`src/rtl/sdi_byte_packer_if.sv`:
```
// Byte-in / word-out handshake bundle for sdi_byte_packer.
//   master : producer + consumer side (drives bytes, flush, out_ready)
//   slave  : the packer itself
// Signals: in_data/in_valid/in_ready (byte push), flush (tail drain request),
//          out_data/out_valid/out_ready/out_last (word pop), level (bytes held).
interface sdi_byte_packer_if #(
    parameter int unsigned BUSW  = 32,
    parameter int unsigned DEPTH = 64
);
    logic [7:0]                   in_data;
    logic                         in_valid;
    logic                         in_ready;
    logic                         flush;
    logic [BUSW-1:0]              out_data;
    logic                         out_valid;
    logic                         out_ready;
    logic                         out_last;
    logic [$clog2(DEPTH+1)-1:0]   level;

    modport master (
        output in_data, in_valid, flush, out_ready,
        input  in_ready, out_data, out_valid, out_last, level
    );

    modport slave (
        input  in_data, in_valid, flush, out_ready,
        output in_ready, out_data, out_valid, out_last, level
    );
endinterface

```
`src/rtl/sdi_byte_packer.sv`:
```
// Byte-to-word packing FIFO for a BUSW-wide valid/ready SDI/PDI port.
// Bytes enter one per cycle into a DEPTH-byte circular store and leave as
// BUSW-bit words, first-written byte in the top byte lane.
//
// Ports:
//   clk  : rising-edge clock
//   rst  : synchronous active-high reset (buffer contents are not cleared)
//   bus  : sdi_byte_packer_if.slave (byte push, word pop, flush, level)
//
// Build option: define BYTE_PACKER_FLUSH_EN to enable the flush path (DRAIN
// state, zero-padded tail word, out_last). Without it, flush is ignored and
// partial words wait for more bytes.
module sdi_byte_packer #(
    parameter int unsigned BUSW  = 32,
    parameter int unsigned DEPTH = 64
) (
    input  logic               clk,
    input  logic               rst,
    sdi_byte_packer_if.slave   bus
);
    localparam int unsigned W  = BUSW / 8;
    localparam int unsigned PW = $clog2(DEPTH);
    localparam int unsigned LW = $clog2(DEPTH + 1);

    logic [7:0]    mem [DEPTH];
    logic [PW-1:0] wp_q, rp_q;
    logic [LW-1:0] level_q, level_d;
    logic [LW-1:0] popped;
    logic          flush_pend;
    logic          tail;
    logic          push, pop;
    logic          out_valid;

    // Ready depends on registered state only; no path from out_ready.
    assign bus.in_ready = (level_q < LW'(DEPTH)) && !flush_pend;
    assign out_valid    = (level_q >= LW'(W)) || (flush_pend && (level_q != '0));
    assign bus.out_valid = out_valid;
    assign bus.level     = level_q;

    assign tail   = flush_pend && (level_q < LW'(W));
    assign push   = bus.in_valid && bus.in_ready;
    assign pop    = out_valid && bus.out_ready;
    // A tail word drains everything left; otherwise exactly one word.
    assign popped = tail ? level_q : LW'(W);

    always_comb begin
        level_d = level_q + LW'(push);
        if (pop) begin
            level_d = level_d - popped;
        end
    end

    always_comb begin
        bus.out_data = '0;
        for (int k = 0; k < int'(W); k++) begin
            logic [PW-1:0] idx;
            logic [7:0]    b;
            idx = rp_q + PW'(k);
            b   = mem[idx];
            // Pad bytes past the stored count in a tail word.
            if (tail && (LW'(k) >= level_q)) begin
                b = 8'h00;
            end
            bus.out_data[BUSW-1-8*k -: 8] = b;
        end
    end

    always_ff @(posedge clk) begin
        if (push) begin
            mem[wp_q] <= bus.in_data;
        end
    end

    always_ff @(posedge clk) begin
        if (rst) begin
            wp_q    <= '0;
            rp_q    <= '0;
            level_q <= '0;
        end else begin
            if (push) begin
                wp_q <= wp_q + 1'b1;
            end
            if (pop) begin
                rp_q <= rp_q + PW'(popped);
            end
            level_q <= level_d;
        end
    end

`ifdef BYTE_PACKER_FLUSH_EN
    typedef enum logic [0:0] {StIdle, StDrain} state_e;
    state_e state_q;

    // Leaves DRAIN as soon as the store will be empty after this edge,
    // which also covers entering with nothing stored.
    always_ff @(posedge clk) begin
        if (rst) begin
            state_q <= StIdle;
        end else begin
            case (state_q)
                StIdle:  if (bus.flush) state_q <= StDrain;
                StDrain: if (level_d == '0) state_q <= StIdle;
                default: state_q <= StIdle;
            endcase
        end
    end

    assign flush_pend   = (state_q == StDrain);
    assign bus.out_last = flush_pend && out_valid && (level_q <= LW'(W));
`else
    logic unused_flush;
    assign unused_flush = bus.flush;
    assign flush_pend   = 1'b0;
    assign bus.out_last = 1'b0;
`endif
endmodule

```
`src/flat_wrapper.sv`:
```
// flat-port wrapper written by rule: the top's interface ports become plain ports
module sdi_byte_packer_flat 
#(
    parameter int unsigned BUSW  = 32,
    parameter int unsigned DEPTH = 64
)
  (clk, rst, bus_in_data, bus_in_valid, bus_flush, bus_out_ready, bus_in_ready, bus_out_data, bus_out_valid, bus_out_last, bus_level);
  sdi_byte_packer_if #(.BUSW(BUSW), .DEPTH(DEPTH)) bus_i ();
  input  logic clk;
  input  logic rst;
  input wire logic [$bits(bus_i.in_data)-1:0] bus_in_data;
  input wire logic [$bits(bus_i.in_valid)-1:0] bus_in_valid;
  input wire logic [$bits(bus_i.flush)-1:0] bus_flush;
  input wire logic [$bits(bus_i.out_ready)-1:0] bus_out_ready;
  output wire logic [$bits(bus_i.in_ready)-1:0] bus_in_ready;
  output wire logic [$bits(bus_i.out_data)-1:0] bus_out_data;
  output wire logic [$bits(bus_i.out_valid)-1:0] bus_out_valid;
  output wire logic [$bits(bus_i.out_last)-1:0] bus_out_last;
  output wire logic [$bits(bus_i.level)-1:0] bus_level;
  assign bus_i.in_data = bus_in_data;
  assign bus_i.in_valid = bus_in_valid;
  assign bus_i.flush = bus_flush;
  assign bus_i.out_ready = bus_out_ready;
  assign bus_in_ready = bus_i.in_ready;
  assign bus_out_data = bus_i.out_data;
  assign bus_out_valid = bus_i.out_valid;
  assign bus_out_last = bus_i.out_last;
  assign bus_level = bus_i.level;
  sdi_byte_packer #(.BUSW(BUSW), .DEPTH(DEPTH)) u_core (.clk(clk), .rst(rst), .bus(bus_i));
endmodule
```
`config.mk`:
```
export PLATFORM = sky130hd
export DESIGN_NAME = sdi_byte_packer_flat
export DESIGN_NICKNAME = d
export VERILOG_FILES = /design/src/rtl/sdi_byte_packer_if.sv /design/src/rtl/sdi_byte_packer.sv /design/src/flat_wrapper.sv
export SDC_FILE = /design/constraint.sdc
export NUM_CORES = 1
export LEC_CHECK = 0
export ABC_AREA = 0
export BUFFER_PORTS_ARGS = -buffer_cell sky130_fd_sc_hd__buf_2
export CAP_MARGIN = 0
export CORE_ASPECT_RATIO = 1.1
export CORE_UTILIZATION = 56
export DETAILED_ROUTE_END_ITERATION = 10
export PLACE_DENSITY = 0.73
export SLEW_MARGIN = 30
export SYNTH_ARGS = -nofsm -noshare
export SYNTH_HDL_FRONTEND = slang
export SYNTH_SLANG_ARGS = --single-unit
```
`constraint.sdc`:
```
create_clock -name clk -period 3.7 [get_ports clk]
set_clock_uncertainty 0.1 [all_clocks]
set_input_delay 0.555 -clock clk [delete_from_list [all_inputs] [get_ports clk]]
set_output_delay 0.555 -clock clk [all_outputs]
set_load 0.01 [all_outputs]
```
==> impl_metrics.json <==
{
  "status": "completed",
  "routed-via-count": 9043,
  "cp_top_family": "multiplexers",
  "drive_gt1_frac": 0.305,
  "total_power_w": 0.0149,
  "maxCapViolations": 0,
  "cts_tree": "built",
  "cpMaxStageDelayCell": "dfxtp_4",
  "power_density_nw_per_um2": 647,
  "grt_pass1_vias": 9237,
  "num_rows": 73,
  "max_freq_ghz": 0.287,
  "slowest_delay_ns": 0.63,
  "post_cts_resized": 0,
  "met1_usage": 0.302,
  "grt_pass1_wl_um": 57500,
  "timing.setup.tns_ns": 0,
  "period_share": 0.942,
  "clock_sinks": 533,
  "cp.depth": 4,
  "final-setup-viol-count": 0,
  "htreeDepth": 2,
  "antennaDiodeCount": 0,
  "r2r_slack_ns": 1.11,
  "reg2reg_depth": 5,
  "vias_per_cell": 6.03,
  "max_slew_margin": 0.400,
  "netlist_area_um2": 20500,
  "grt_start_max_net_pins": 65,
  "place_hpwl_um": 22300,
  "worstMarginPinSlew_ns": 0.896,
  "finalHoldViolCount": 0,
  "arrival_ns": 2.83,
  "start_util": 0.567,
  "use_met3": 0.0283,
  "ios": 55,
  "leakagePower_nw": 7.00,
  "crit_start": "u_core.rp_q[2]$_SDFFE_PP0P_",
  "synth_seq_area_share": 0.772,
  "ant_nets": 0,
  "cp.required_ns": 3.04,
  "critical_path_class": "flop to output port",
  "insertion_delay_ns": 0.56,
  "endpoint": "bus_out_data[23]",
  "busiest_layer": "met2",
  "die_h_um": 202,
  "syn_to_final_growth_pct": 12.2,
  "synth.distinct_cells": 34,
  "cts_setup_buffers": 0,
  "core_area_um2": 36100,
  "drt-initial-drc-count": 899,
  "final-max-slew-violation-count": 0,
  "synth_warnings": 0,
  "dieArea_um2": 37300,
  "cp_cell_sequence": "buf_12, mux4_2, mux4_2, buf_2",
  "crit_top_cell": "mux4_2",
  "route.detailed.drc": 0,
  "io_buffers": 52,
  "r2r-start": "u_core.bus.level[6]$_SDFF_PP0_",
  "path_buf_inv": 2,
  "finalNetCount": 989,
  "cts_buffers": 50,
  "root_buffer": "clkbuf_16",
  "ir_worst_vdd_v": 0.000482,
  "grt.overflow.total": 0,
  "routed_wl_um": 38100,
  "period_minus_slack_ns": 3.49,
  "final_cell_mix": "512 x edfxtp_1, 160 x mux4_2, 78 x nor2_1",
  "path_clk_slew_ns": 0.06,
  "holdBufCountCts": 0,
  "chipWidth_um": 184,
  "grtUsageTotal": 0.213,
  "rsz0062_at_grt": "no",
  "hold_class": "primary input to flop",
  "crit_path_start_kind": "flop",
  "antenna_found_initial": 1,
  "synth_fp_nets": 918,
  "holdPathStages": 2,
  "clockBufferDepth": 3,
  "r2r_end": "u_core.mem[15][6]$_DFFE_PP_",
  "gp_congestion": 0.763,
  "synth_ff_type": "edfxtp_1",
  "syn-mean-instance-area_um2": 22.7,
  "synthArstFlopShare": 0,
  "synth_edf_count": 512,
  "synth-seq-cells": 533,
  "wl_per_cell_um": 25.4,
  "dr.pass1.iters": 5,
  "synthCells": 900,
  "final_common_cell": "edfxtp_1",
  "cp-end-kind": "output port",
  "met2_usage": 0.351,
  "path_max_fanout": 29
}
[power by group]
group          internal, W  switching [W]  total [W]
sequential         0.00673       0.000185    0.00691
combinational      0.00151        0.00132    0.00283
clock              0.00301        0.00211    0.00512
[worst min path at each step]
stage / startpoint / endpoint / slack (ns)
6_report: rst / u_core.wp_q[4]$_SDFFE_PP0N_ / 0.31
5_1_grt: rst / u_core.bus.level[5]$_SDFF_PP0_ / 0.30
4_1_cts: rst / u_core.wp_q[4]$_SDFFE_PP0N_ / 0.28
3_5_place_dp: u_core.wp_q[5]$_SDFFE_PP0N_ / u_core.wp_q[5]$_SDFFE_PP0N_ / 0.47
3_3_place_gp: u_core.wp_q[5]$_SDFFE_PP0N_ / u_core.wp_q[5]$_SDFFE_PP0N_ / 0.46
2_1_floorplan: u_core.rp_q[3]$_SDFFE_PP0P_ / flop / 0.50
[kinds of logic (layout without fill, tap and decap cells)]
group                      Yosys count  in the layout  synth area share
DFF                                533            533             0.772
muxes                              161            161             0.177
and+or+nand+nor                    126            126            0.0270
buffers and inverters               52            164            0.0127
xor gates and xnor gates            14             14           0.00599
AOI/OAI and AO/OA                    8              8           0.00263
adders and majority gates            5              5           0.00306
other                                1              1          0.000183
[registers in the layout, indices dropped and copies added, names as in the netlist, named ones only]
| signal | cells |
|---|---|
| u_core.wp_q | 6 |
| u_core.bus.level | 7 |
| u_core.mem | 512 |
| u_core.rp_q | 4 |
[cell usage after synthesis (4+ instances only)]
| cell | n | area, um^2 |
|---|---|---|
| a21oi_1 | 4 | 20.0 |
| nor3_1 | 4 | 20.0 |
| ha_1 | 5 | 62.6 |
| xor2_1 | 8 | 70.1 |
| nor2_1 | 78 | 293 |
| clkbuf_1 | 27 | 101 |
| xnor2_1 | 6 | 52.6 |
| dfxtp_1 | 21 | 420 |
| nor2b_1 | 5 | 31.3 |
| buf_2 | 15 | 75.1 |
| nand3_1 | 8 | 40.0 |
| edfxtp_1 | 512 | 15400 |
| nand2_1 | 14 | 52.6 |
| nand4_1 | 4 | 25.0 |
| mux4_2 | 160 | 3600 |
[metrics by stage]
step,std cells,hold slack [ns],area (um^2),setup slack [ns],utilization
after floorplan,900,0.498,20500,1.21,-
after CTS,1499,0.282,23000,0.145,0.636
after detailed placement,1406,0.469,21300,0.757,0.591
after global placement,1406,0.458,21300,0.768,0.590
after global routing,1499,0.303,23000,0.106,0.636
final,1499,0.305,23000,0.213,0.636
[layer usage]
layer / share of wire / wire [um]
met5: 0 / 0
met4: 0.022 / 826
met3: 0.052 / 1980
met2: 0.51 / 19500
met1: 0.41 / 15800
[layout make-up]
| type | instances | area (um^2) |
|---|---|---|
| multi-input cells | 315 | 4410 |
| repair buffers | 69 | 483 |
| well taps | 487 | 609 |
| flip-flops and latches | 533 | 15800 |
| inverters | 2 | 7.51 |
| fillers | 2300 | 13100 |
| clock buffers | 62 | 1320 |
| clock inverters | 31 | 322 |
No activity file was read; power rests on OpenSTA's default activity.
